===== config.mk =====
export PLATFORM = sky130hd
export DESIGN_NAME = fetch_sequencer
export DESIGN_NICKNAME = d
export VERILOG_FILES = /design/src/rtl/fetch_sequencer.sv
export SDC_FILE = /design/constraint.sdc
export NUM_CORES = 1
export LEC_CHECK = 0
export BUFFER_PORTS_ARGS = -buffer_cell sky130_fd_sc_hd__buf_2
export CAP_MARGIN = 25
export CORE_MARGIN = 4
export CORE_UTILIZATION = 42
export DETAILED_ROUTE_END_ITERATION = 7
export PLACE_DENSITY = 0.79
export SLEW_MARGIN = 25
export SYNTH_ARGS = -nofsm -noshare
export SYNTH_HDL_FRONTEND = slang
export SYNTH_SLANG_ARGS = --single-unit

===== constraint.sdc =====
create_clock -name clk -period 2 [get_ports clk]
set_input_delay 0.2 -clock clk [delete_from_list [all_inputs] [get_ports clk]]
set_output_delay 0.2 -clock clk [all_outputs]
set_load 0.01 [all_outputs]

===== src/rtl/fetch_sequencer.sv =====
// fetch_sequencer
//   Sequences the Rx32 IF stage: drives the PC register's en/d/clear inputs,
//   runs req/ack fetch transactions to instruction memory, holds the fetched
//   instruction while decode stalls, and squashes a stale in-flight fetch
//   after a branch or trap redirect.
//
//   Optional build macro FETCH_PERF_EN adds two saturating 32-bit event
//   counters: perf_stall_o (cycles spent holding a stalled instruction) and
//   perf_flush_o (cycles in which a redirect was accepted).

module fetch_sequencer #(
    parameter int unsigned       WIDTH       = 32,
    parameter logic [WIDTH-1:0]  RESET_VAL   = '0,
    parameter int unsigned       INSTR_BYTES = 4
) (
    input  logic             clk,
    input  logic             reset_n,
    input  logic             stall_i,
    input  logic             br_taken_i,
    input  logic [WIDTH-1:0] br_target_i,
    input  logic             trap_i,
    input  logic [WIDTH-1:0] trap_vec_i,
    input  logic [WIDTH-1:0] pc_q_i,
    output logic             pc_en_o,
    output logic [WIDTH-1:0] pc_d_o,
    output logic             pc_clear_o,
    output logic             imem_req_o,
    output logic [WIDTH-1:0] imem_addr_o,
    input  logic             imem_ack_i,
    output logic             if_valid_o
`ifdef FETCH_PERF_EN
    ,
    output logic [31:0]      perf_stall_o,
    output logic [31:0]      perf_flush_o
`endif
);

    // BOOT  : one cycle of PC clear after reset, no fetch issued
    // REQ   : fetch at the current PC outstanding
    // HOLD  : instruction delivered, decode stalled, IF/ID holds it
    // DRAIN : fetch to a squashed address still outstanding, result discarded
    localparam logic [1:0] S_BOOT  = 2'd0;
    localparam logic [1:0] S_REQ   = 2'd1;
    localparam logic [1:0] S_HOLD  = 2'd2;
    localparam logic [1:0] S_DRAIN = 2'd3;

    localparam logic [WIDTH-1:0] PC_STEP    = WIDTH'(INSTR_BYTES);
    localparam logic [WIDTH-1:0] ALIGN_MASK = ~{{(WIDTH-2){1'b0}}, 2'b11};

    logic [1:0]       state;
    logic [1:0]       state_nxt;
    logic [WIDTH-1:0] addr_q;      // address of the fetch that a redirect may orphan
    logic             redirect;
    logic [WIDTH-1:0] target_raw;
    logic [WIDTH-1:0] target;
    logic [WIDTH-1:0] pc_inc;

    assign redirect   = trap_i | br_taken_i;
    // Trap has priority over branch; the target is forced word aligned.
    assign target_raw = trap_i ? trap_vec_i : br_target_i;
    assign target     = target_raw & ALIGN_MASK;
    // Sequential PC wraps silently modulo 2^WIDTH.
    assign pc_inc     = pc_q_i + PC_STEP;

    // Next-state and output decode; all outputs forced quiet (except clear) in reset.
    always_comb begin
        // NOTE: every output gets a default before the case so no path leaves a latch.
        state_nxt   = state;
        pc_en_o     = 1'b0;
        pc_d_o      = '0;
        pc_clear_o  = 1'b0;
        imem_req_o  = 1'b0;
        imem_addr_o = '0;
        if_valid_o  = 1'b0;

        if (!reset_n) begin
            pc_clear_o = 1'b1;
            state_nxt  = S_BOOT;
        end else begin
            case (state)
                S_BOOT: begin
                    pc_clear_o = 1'b1;
                    state_nxt  = S_REQ;
                end

                S_REQ: begin
                    imem_req_o  = 1'b1;
                    imem_addr_o = pc_q_i;
                    if (imem_ack_i && redirect) begin
                        // Instruction arrived but is on the wrong path: drop it.
                        pc_en_o = 1'b1;
                        pc_d_o  = target;
                    end else if (imem_ack_i && stall_i) begin
                        if_valid_o = 1'b1;
                        state_nxt  = S_HOLD;
                    end else if (imem_ack_i) begin
                        if_valid_o = 1'b1;
                        pc_en_o    = 1'b1;
                        pc_d_o     = pc_inc;
                    end else if (redirect) begin
                        // Fetch still in flight: it must complete before re-issuing.
                        pc_en_o   = 1'b1;
                        pc_d_o    = target;
                        state_nxt = S_DRAIN;
                    end
                end

                S_HOLD: begin
                    if_valid_o = 1'b1;
                    if (redirect) begin
                        if_valid_o = 1'b0;
                        pc_en_o    = 1'b1;
                        pc_d_o     = target;
                        state_nxt  = S_REQ;
                    end else if (!stall_i) begin
                        pc_en_o   = 1'b1;
                        pc_d_o    = pc_inc;
                        state_nxt = S_REQ;
                    end
                end

                S_DRAIN: begin
                    // Keep the orphaned request stable until imem acknowledges it.
                    imem_req_o  = 1'b1;
                    imem_addr_o = addr_q;
                    if (redirect) begin
                        pc_en_o = 1'b1;
                        pc_d_o  = target;
                    end
                    if (imem_ack_i) begin
                        state_nxt = S_REQ;
                    end
                end

                default: begin
                    state_nxt = S_BOOT;
                end
            endcase
        end
    end

    // State register and capture of the address currently being requested.
    always_ff @(posedge clk) begin
        // NOTE: sequential state uses non-blocking assignments so every register samples pre-edge values.
        if (!reset_n) begin
            state  <= S_BOOT;
            addr_q <= RESET_VAL;
        end else begin
            state <= state_nxt;
            if (state == S_REQ) begin
                addr_q <= pc_q_i;
            end
        end
    end

`ifdef FETCH_PERF_EN
    logic [31:0] stall_cnt;
    logic [31:0] flush_cnt;
    logic        flush_evt;

    // A redirect is accepted in every state except BOOT.
    assign flush_evt = redirect && (state != S_BOOT);

    // Saturating event counters.
    always_ff @(posedge clk) begin
        if (!reset_n) begin
            stall_cnt <= '0;
            flush_cnt <= '0;
        end else begin
            if ((state == S_HOLD) && (stall_cnt != 32'hFFFF_FFFF)) begin
                stall_cnt <= stall_cnt + 32'd1;
            end
            if (flush_evt && (flush_cnt != 32'hFFFF_FFFF)) begin
                flush_cnt <= flush_cnt + 32'd1;
            end
        end
    end

    assign perf_stall_o = reset_n ? stall_cnt : 32'd0;
    assign perf_flush_o = reset_n ? flush_cnt : 32'd0;
`endif

endmodule

=== Yosys cells after proc, flatten, opt, wreduce, memory -nomap -nowiden ===
Index checks and enable logic that the tools add are counted.

* Bits in registers: 34
* Input port bits: 102
* Output and inout bits: 68
* Word-level logic and storage cells: 54

* $add $sub $neg: 1
* Equality and inequality tests: 8
* Multiplexer cells: 37
* Bitwise logic cells: 1
* Reductions and logical operators: 5

{| class="wikitable"
|+ Operators with widths
! operator !! count
|-
| 32-bit 2-to-1 mux || 9
|-
| 32-bit one-hot mux with 3 select lines || 1
|-
| 32-bit one-hot mux with 2 select lines || 1
|-
| 32-bit by 3-bit adder with 32-bit output, second input constant || 1
|-
| 1-bit 2-to-1 mux || 16
|-
| 2-bit 2-to-1 mux || 7
|-
| 3-bit != test, second input constant || 3
|-
| 2-bit one-hot mux with 4 select lines || 1
|-
| 5-bit AND reduction || 1
|-
| 2-bit equality test, second input constant || 2
|-
| 2-bit != test, second input constant || 2
|-
| 1-bit one-hot mux with 3 select lines || 1
|-
| 2-bit by 1-bit equality test with 1-bit output, second input constant || 1
|-
| 1-bit logical AND || 2
|-
| 2-bit logical NOT || 1
|-
| 1-bit one-hot mux with 2 select lines || 1
|-
| 2-bit OR reduction || 1
|-
| 1-bit OR || 1
|}

=== Logic depth before layout (Yosys ltp) ===
Gate-level depths: netlist of run 1.

* Depth after elaboration: 7
* Gate-level depth with buffers: 10
* Mapped depth without buffers: 7

=== Least setup slack after synthesis of run 1 ===
OpenSTA, ideal clock, no wires.

* Path kind: flip-flop to output port
* From: register state[1]
* To: output pc_d_o[26]
* Arrival time: 1.982 ns
* Required time: 1.800 ns
* Setup slack: -0.182 ns
* Stages on the path, launching flop included: 11
* Path buffers: 4
* Cells stage by stage: dfxtp_1 > inv_1 > ha_1 > buf_4 > a21oi_2 > or4_4 > buf_6 > or2_1 > buf_6 > buf_6 > o22ai_1

* Word-level cells in the longest chain between the ends: 3
* Elaborated cells on any way between the ends: 5
* Those cells by class: 3 x eq/ne; 2 x mux

{| class="wikitable"
|+ RTL lines
! element !! line !! source
|-
| from (decl) || 50 || <nowiki>logic [1:0] state;</nowiki>
|-
| from (signal assigned) || 149 || <nowiki>state <= state_nxt;</nowiki>
|-
| 2-bit equality test / 2-bit by 1-bit equality test with 1-bit output (equally long branches) || 80 || <nowiki>case (state)</nowiki>
|-
| 32-bit one-hot mux with 3 select lines * || 80 ||
|-
| 32-bit 2-to-1 mux * || 76 || <nowiki>if (!reset_n) begin</nowiki>
|-
| to (decl) || 25 || <nowiki>output logic [WIDTH-1:0] pc_d_o,</nowiki>
|}

Every way passes the cells marked *; elsewhere a longest branch is shown, timed or not.

=== Final worst setup path of run 1 ===
* From: register state[0]
* To: output pc_d_o[18]

The elaborated chain is that of the path after synthesis.

==> results of run 1 <==
-- worst max path at each step --
stage | start | endpoint | slack (ps) | depth (start not counted)
6_report | state[0] | pc_d_o[18] | -320 | 8
5_1_grt | state[1] | pc_d_o[18] | -380 | 8
4_1_cts | state[1] | pc_d_o[12] | -280 | 8
3_5_place_dp | pc_q_i[3] | pc_d_o[26] | -120 | 9
3_3_place_gp | state[0] | pc_d_o[28] | -80 | 8
2_1_floorplan | state[1] | pc_d_o[12] | -80 | 10
-- metal layers --
| metal | share of wire | GRT usage |
|---|---|---|
| met5 | 0 | 0 |
| met4 | 0.036 | 0.0950 |
| met3 | 0.078 | 0.0534 |
| met2 | 0.50 | 0.447 |
| met1 | 0.38 | 0.289 |
-- worst reg2reg max path: stages, from the launching register on --
cell and delay, ps:
dfxtp_4 370, buf_4 150, ha_4 170, a222oi_1 330, buf_4 190, and4_1 220, nor3b_1 50
-- area by class of cell --
class	count	area, µm²	area share
Clock buffer	8	110	0.0214
Sequential cell	34	688	0.134
Timing Repair Buffer	223	1490	0.290
Tap cell	99	124	0.0241
Inverter	9	38.8	0.00755
Multi-Input combinational cell	352	2680	0.523
-- what timing repair did --
| item | in CTS | in global routing |
|---|---|---|
| gates cloned | 3 | 1 |
| gates resized for setup | 39 | 20 |
| setup buffers | 7 | 3 |
| setup endpoints to repair | 42 | 65 |
| pin swaps | 12 | 10 |
-- state kept, by name, summed over array words and instances (netlist names) --
| register | cells |
|---|---|
| addr_q | 32 |
| state | 2 |
-- power groups by stage --
stage	sequential, mW	clock (mW)	combinational [mW]
CTS	0.773	0.600	0.989
global route	0.779	0.634	1.17
global placement	0.781	0	0.848
finish	0.773	0.583	1.08
detailed placement	0.786	0	0.873
floorplan	0.779	0	0.510
-- layout by cell type (no fill, tap or decap), types with 6 or more instances in the layout --
master    count
o22a_1        6
buf_6        23
nand2_1      78
a21boi_0     64
nor3_1        8
buf_4        39
dfxtp_1      32
nor2_1       18
xnor2_1      22
nand2b_1     33
clkbuf_8      8
inv_1         7
o22ai_2       6
nand3_1      11
nor4_1        6
mux2i_1      28
o22ai_4      15
buf_2       154
-- kinds of logic (layout without fill, tap and decap cells) --
logic type                 count (synthesis)  count (layout)
AOI/OAI and AO/OA                        107             107
xor gates and xnor gates                  26              26
adders and majority gates                  6               6
buffers and inverters                     41             240
DFF                                       34              34
muxes                                     28              28
and+or+nand+nor                          185             185
-- per-stage QoR --
step / hold slack, ps / power, mW / setup TNS [ps]
global route: 250 / 2.58 / -14280
finish: 211 / 2.44 / -7550
global placement: 465 / 1.63 / -1040
CTS: 202 / 2.36 / -7300
detailed placement: 473 / 1.66 / -1740
floorplan: 362 / 1.29 / -1390
==> results.toml, run 1 <==
[timing]
relSlewSlack = 0.655
finalSetupViolCount = 40
final.min_clock_period_ps = 2320
tightest_slew_ps = 517
skew_ps = 5.16
grt_setup_unrepaired = "yes"
hold_viol_final = 0
layout_setup_ws_ps = -319
timing.final.max_slew_violations = 0
fmax_mhz = 431
finalCritPeriodShare = 1.16

[routing]
drt_iter0_markers = 201
wl_per_cell_um = 17.5
wl_um = 12700
via_count = 4016
drc = 0
avgViaCountPerCell = 5.54
drtPass1Iterations = 4
postRouteAntennaNets = 0

[pwr]
p_sw_frac = 0.337
irDropWorstVdd_uv = 524
p_leak_nw = 2.22
p_sw_mw = 0.820
clkPwrFrac = 0.239
pwr_density_cell_nw_per_um2 = 474
combPwrFrac = 0.443
internal_power_mw = 1.62
power_frac_seq = 0.317

[placement]
dp_cells = 703
globalplace.congestion = 0.903
port_buffers = 165
post-place-ws_ps = -118
place_area_um2 = 4560
hpwl_um = 8580

[critical_path]
r2r_slack_ps = 430
crit_arrival_ps = 2120
cp_slowest_cell = "or4_4"
worstPathMaxFanout = 10
crit_required_ps = 1800
regToRegEndpoint = "state[0]"
worstRegToRegCells = 6
critPathBufInv = 3
crit-reg2reg-launch = "state[0]"
crit_path_max_incr_delay_ps = 420
path_cells = "inv_4, ha_4, a21oi_2, or4_4, or2_4, buf_12, o22ai_4, buf_2"
cp_top_family = "simple AND/OR/NAND/NOR gates"
cp-end-kind = "primary output"
critPathLaunchType = "flip-flop"
crit_type = "flip-flop to primary output"

[yosys]
yosysTopAreaCell = "dfxtp_1"
synth_area_um2 = 3160
synth-seq-cells = 34
synth_common_cells = "78 x nand2_1, 64 x a21boi_0, 34 x dfxtp_1, 34 x nand2b_1, 28 x mux2i_1"
synth_edf_count = 0
synth_top_family_by_area = "simple AND/OR/NAND/NOR gates"
synth_top_area_frac = 0.215
synth_compound_area_frac = 0.246
ys_top_cells_by_area = "dfxtp_1 22%, a21boi_0 15%, nand2_1 9.3%"
yosysWarnings = 0
synth-simple-area-share = 0.293
yosysSeqAreaShare = 0.215
synthAdderAreaFrac = 0.0237
async_flop_share = 0
synth.most_common_cell = "nand2_1"
muxShareOfSynthArea = 0.0886
synth_flop_cell = "dfxtp_1"
syn_inst = 427
synth_fp_nets = 535
postSynthAreaPerCell_um2 = 7.41
synth_cell_types = 42
synth-xor-area-share = 0.0720

[cts]
clk_pin_slew_worst_paths_ps = 70
cts_hold_buffers = 0
clkLatencyLatePin_ps = 280
clkSinkCount = 34
cts_made_buffers = 5
cts_tree = "yes"
clockBufferDepth = 2
htree_levels = 2
root_buffer = "clkbuf_8"

[cells_and_area]
area_growth_pct = 62.3
drive_gt1_frac = 0.447
nNetsFinal = 733
layout.cells.non_filler = 725
postLayoutCoreUtil = 0.704
postLayoutCellArea_um2 = 5130
fillers = 572
diodes = 0

[die]
floorplan.initialDensity = 0.434
die_area_um2 = 8990
die_w_um = 94.8
row_count = 31
die_h_um = 94.8
core-area_um2 = 7290
io_pins = 170

[job]
max_cap_violations = 0

[hold_path]
min_from = "pc_q_i[0]"
min_path_cells = 3
hold_path_class = "primary input to flip-flop"
min_to = "addr_q[0]"

[run_status]
status = "finished with violations"
violations = "negative setup slack"

[grt]
antenna_found_initial = 0
grt_pass1_wl_um = 18000
grt_pass1_vias = 3838
grt_overflow = 0
grt_use_total = 0.250
grt_max_degree = 71
(Power assumes the default switching activity.)
==> run 2: changes to the inputs <==
--- a/config.mk
+++ b/config.mk
@@ -5,7 +5,7 @@
 export SDC_FILE = /design/constraint.sdc
 export NUM_CORES = 1
 export LEC_CHECK = 0
-export BUFFER_PORTS_ARGS = -buffer_cell sky130_fd_sc_hd__buf_2
+export BUFFER_PORTS_ARGS = -buffer_cell sky130_fd_sc_hd__clkbuf_2
 export CAP_MARGIN = 25
 export CORE_MARGIN = 4
 export CORE_UTILIZATION = 42
==> run 2 against run 1 <==
Against the previous run: the flow still finishes with violations (negative setup slack); sequential share of layout area is 0.39 points higher; clock power is 2% higher; register-to-register slack worse by 70 ps; non-clock buffer count is 6 lower; clock skew is 1.2 ps higher; power is 3.4% lower; via count is 2.2% lower; global-route usage is 0.95 points lower; wire length is 5.6% lower; cell count is 0.83% lower; worst hold slack worse by 28 ps; clock-buffer cell count stayed put.
==> results.toml, run 2 (same netlist as run 1, synthesis figures left out) <==
[run_status]
status = "finished with violations"
violations = "negative setup slack"

[grt]
grt_use_total = 0.240
grt_pass1_vias = 3714
antenna_found_initial = 0
grt_overflow = 0
grt_max_degree = 71
grt_pass1_wl_um = 17400

[timing]
finalCritPeriodShare = 1.16
finalSetupViolCount = 52
timing.final.max_slew_violations = 0
relSlewSlack = 0.646
tns_ps = -8390
fmax_mhz = 429
grt_setup_unrepaired = "yes"
layout_setup_ws_ps = -329
hold_viol_final = 0
tightest_slew_ps = 531
hold-worst-slack_ps = 183
final.min_clock_period_ps = 2330
skew_ps = 6.35

[routing]
drt_iter0_markers = 222
wl_per_cell_um = 16.7
avgViaCountPerCell = 5.46
wl_um = 12000
drtPass1Iterations = 5
postRouteAntennaNets = 0
via_count = 3927
drc = 0

[die]
die_h_um = 94.8
die_area_um2 = 8990
floorplan.initialDensity = 0.434
io_pins = 170
core-area_um2 = 7290
die_w_um = 94.8
row_count = 31

[cells_and_area]
largestRegisters = "addr_q: 32 flops, state: 2 flops"
ff_latch_area_um2 = 688
drive_gt1_frac = 0.439
diodes = 0
layout_commonest_cell = "clkbuf_2"
area_growth_pct = 57.7
final_cell_mix = "137 x clkbuf_2, 78 x nand2_1, 64 x a21boi_0"
largest_reg_flops = 32
largest_register = "addr_q"
nNetsFinal = 727
fillers = 574
multi_input_area_um2 = 2640
layout.cells.non_filler = 719
postLayoutCellArea_um2 = 4990
postLayoutCoreUtil = 0.684

[pwr]
pwr_density_cell_nw_per_um2 = 472
irDropWorstVdd_uv = 323
power_mw = 2.35
p_leak_nw = 2.16

[critical_path]
worstPathMaxFanout = 7
crit-reg2reg-launch = "state[0]"
crit_required_ps = 1800
crit_arrival_ps = 2130
r2r_slack_ps = 360
crit_type = "flip-flop to primary output"
cp_top_family = "simple AND/OR/NAND/NOR gates"
cp-end-kind = "primary output"
regToRegEndpoint = "state[0]"
cp_slowest_cell = "or4_4"
critPathLaunchType = "flip-flop"
critPathBufInv = 3
crit_path_max_incr_delay_ps = 430
worstRegToRegCells = 8
path_cells = "inv_4, ha_4, a21oi_2, or4_4, or2_4, buf_12, o22ai_4, buf_6"

[cts]
cts_hold_buffers = 0
clockBufferDepth = 2
cts_made_buffers = 5
cts_tree = "yes"
clk_pin_slew_worst_paths_ps = 70
root_buffer = "clkbuf_8"
clkLatencyLatePin_ps = 280
clkSinkCount = 34
htree_levels = 2

[placement]
hpwl_um = 8780
dp_cells = 703
post-place-ws_ps = -144
globalplace.congestion = 0.913
place_area_um2 = 4560
port_buffers = 165

[hold_path]
min_to = "addr_q[1]"
hold_path_class = "primary input to flip-flop"
min_path_cells = 3
min_from = "pc_q_i[1]"

[job]
max_cap_violations = 0
## run 2: cell type report
type / count / area share
Clock buffer: 8 / 0.0221
Inverter: 9 / 0.00777
Multi-Input combinational cell: 352 / 0.529
Sequential cell: 34 / 0.138
Tap cell: 99 / 0.0248
Timing Repair Buffer: 217 / 0.279
## run 2: routing by layer
metal / up-vias / share of wire / GRT usage / wire [µm]
met2: 169 / 0.49 / 0.413 / 5920
met4: 0 / 0.024 / 0.0793 / 286
met3: 36 / 0.071 / 0.0502 / 851
met5: - / 0 / 0 / 0
li1: 1884 / - / - / -
met1: 1838 / 0.41 / 0.297 / 4940
## run 2: repair_timing
| item | 4_1_cts | 5_1_grt |
|---|---|---|
| buffers inserted | 3 | 3 |
| pin swaps | 7 | 11 |
| gates cloned | 2 | 1 |
| gates resized for setup | 24 | 48 |
| endpoints found under the setup margin | 52 | 64 |
| endpoints found under the hold margin | 0 | 0 |
## run 2: tightest hold or removal path, stage by stage
cell and delay [ps]:
clkbuf_2 80, nand2_1 60, a21boi_0 70
## run 2: worst max path at each step
stage | start | depth (start not counted) | end | slack [ps]
global route | state[1] | 8 | pc_d_o[21] | -390
global placement | state[0] | 8 | pc_d_o[28] | -80
finish | state[1] | 8 | pc_d_o[21] | -330
detailed placement | state[0] | 8 | pc_d_o[21] | -140
CTS | state[1] | 8 | pc_d_o[21] | -340
floorplan | state[1] | 10 | pc_d_o[12] | -80
## run 2: report_power, final
group / switching, mW / internal, mW / total [mW]
clock: 0.247 / 0.348 / 0.594
sequential: 0.0353 / 0.738 / 0.773
combinational: 0.514 / 0.473 / 0.987
total: 0.796 / 1.56 / 2.35
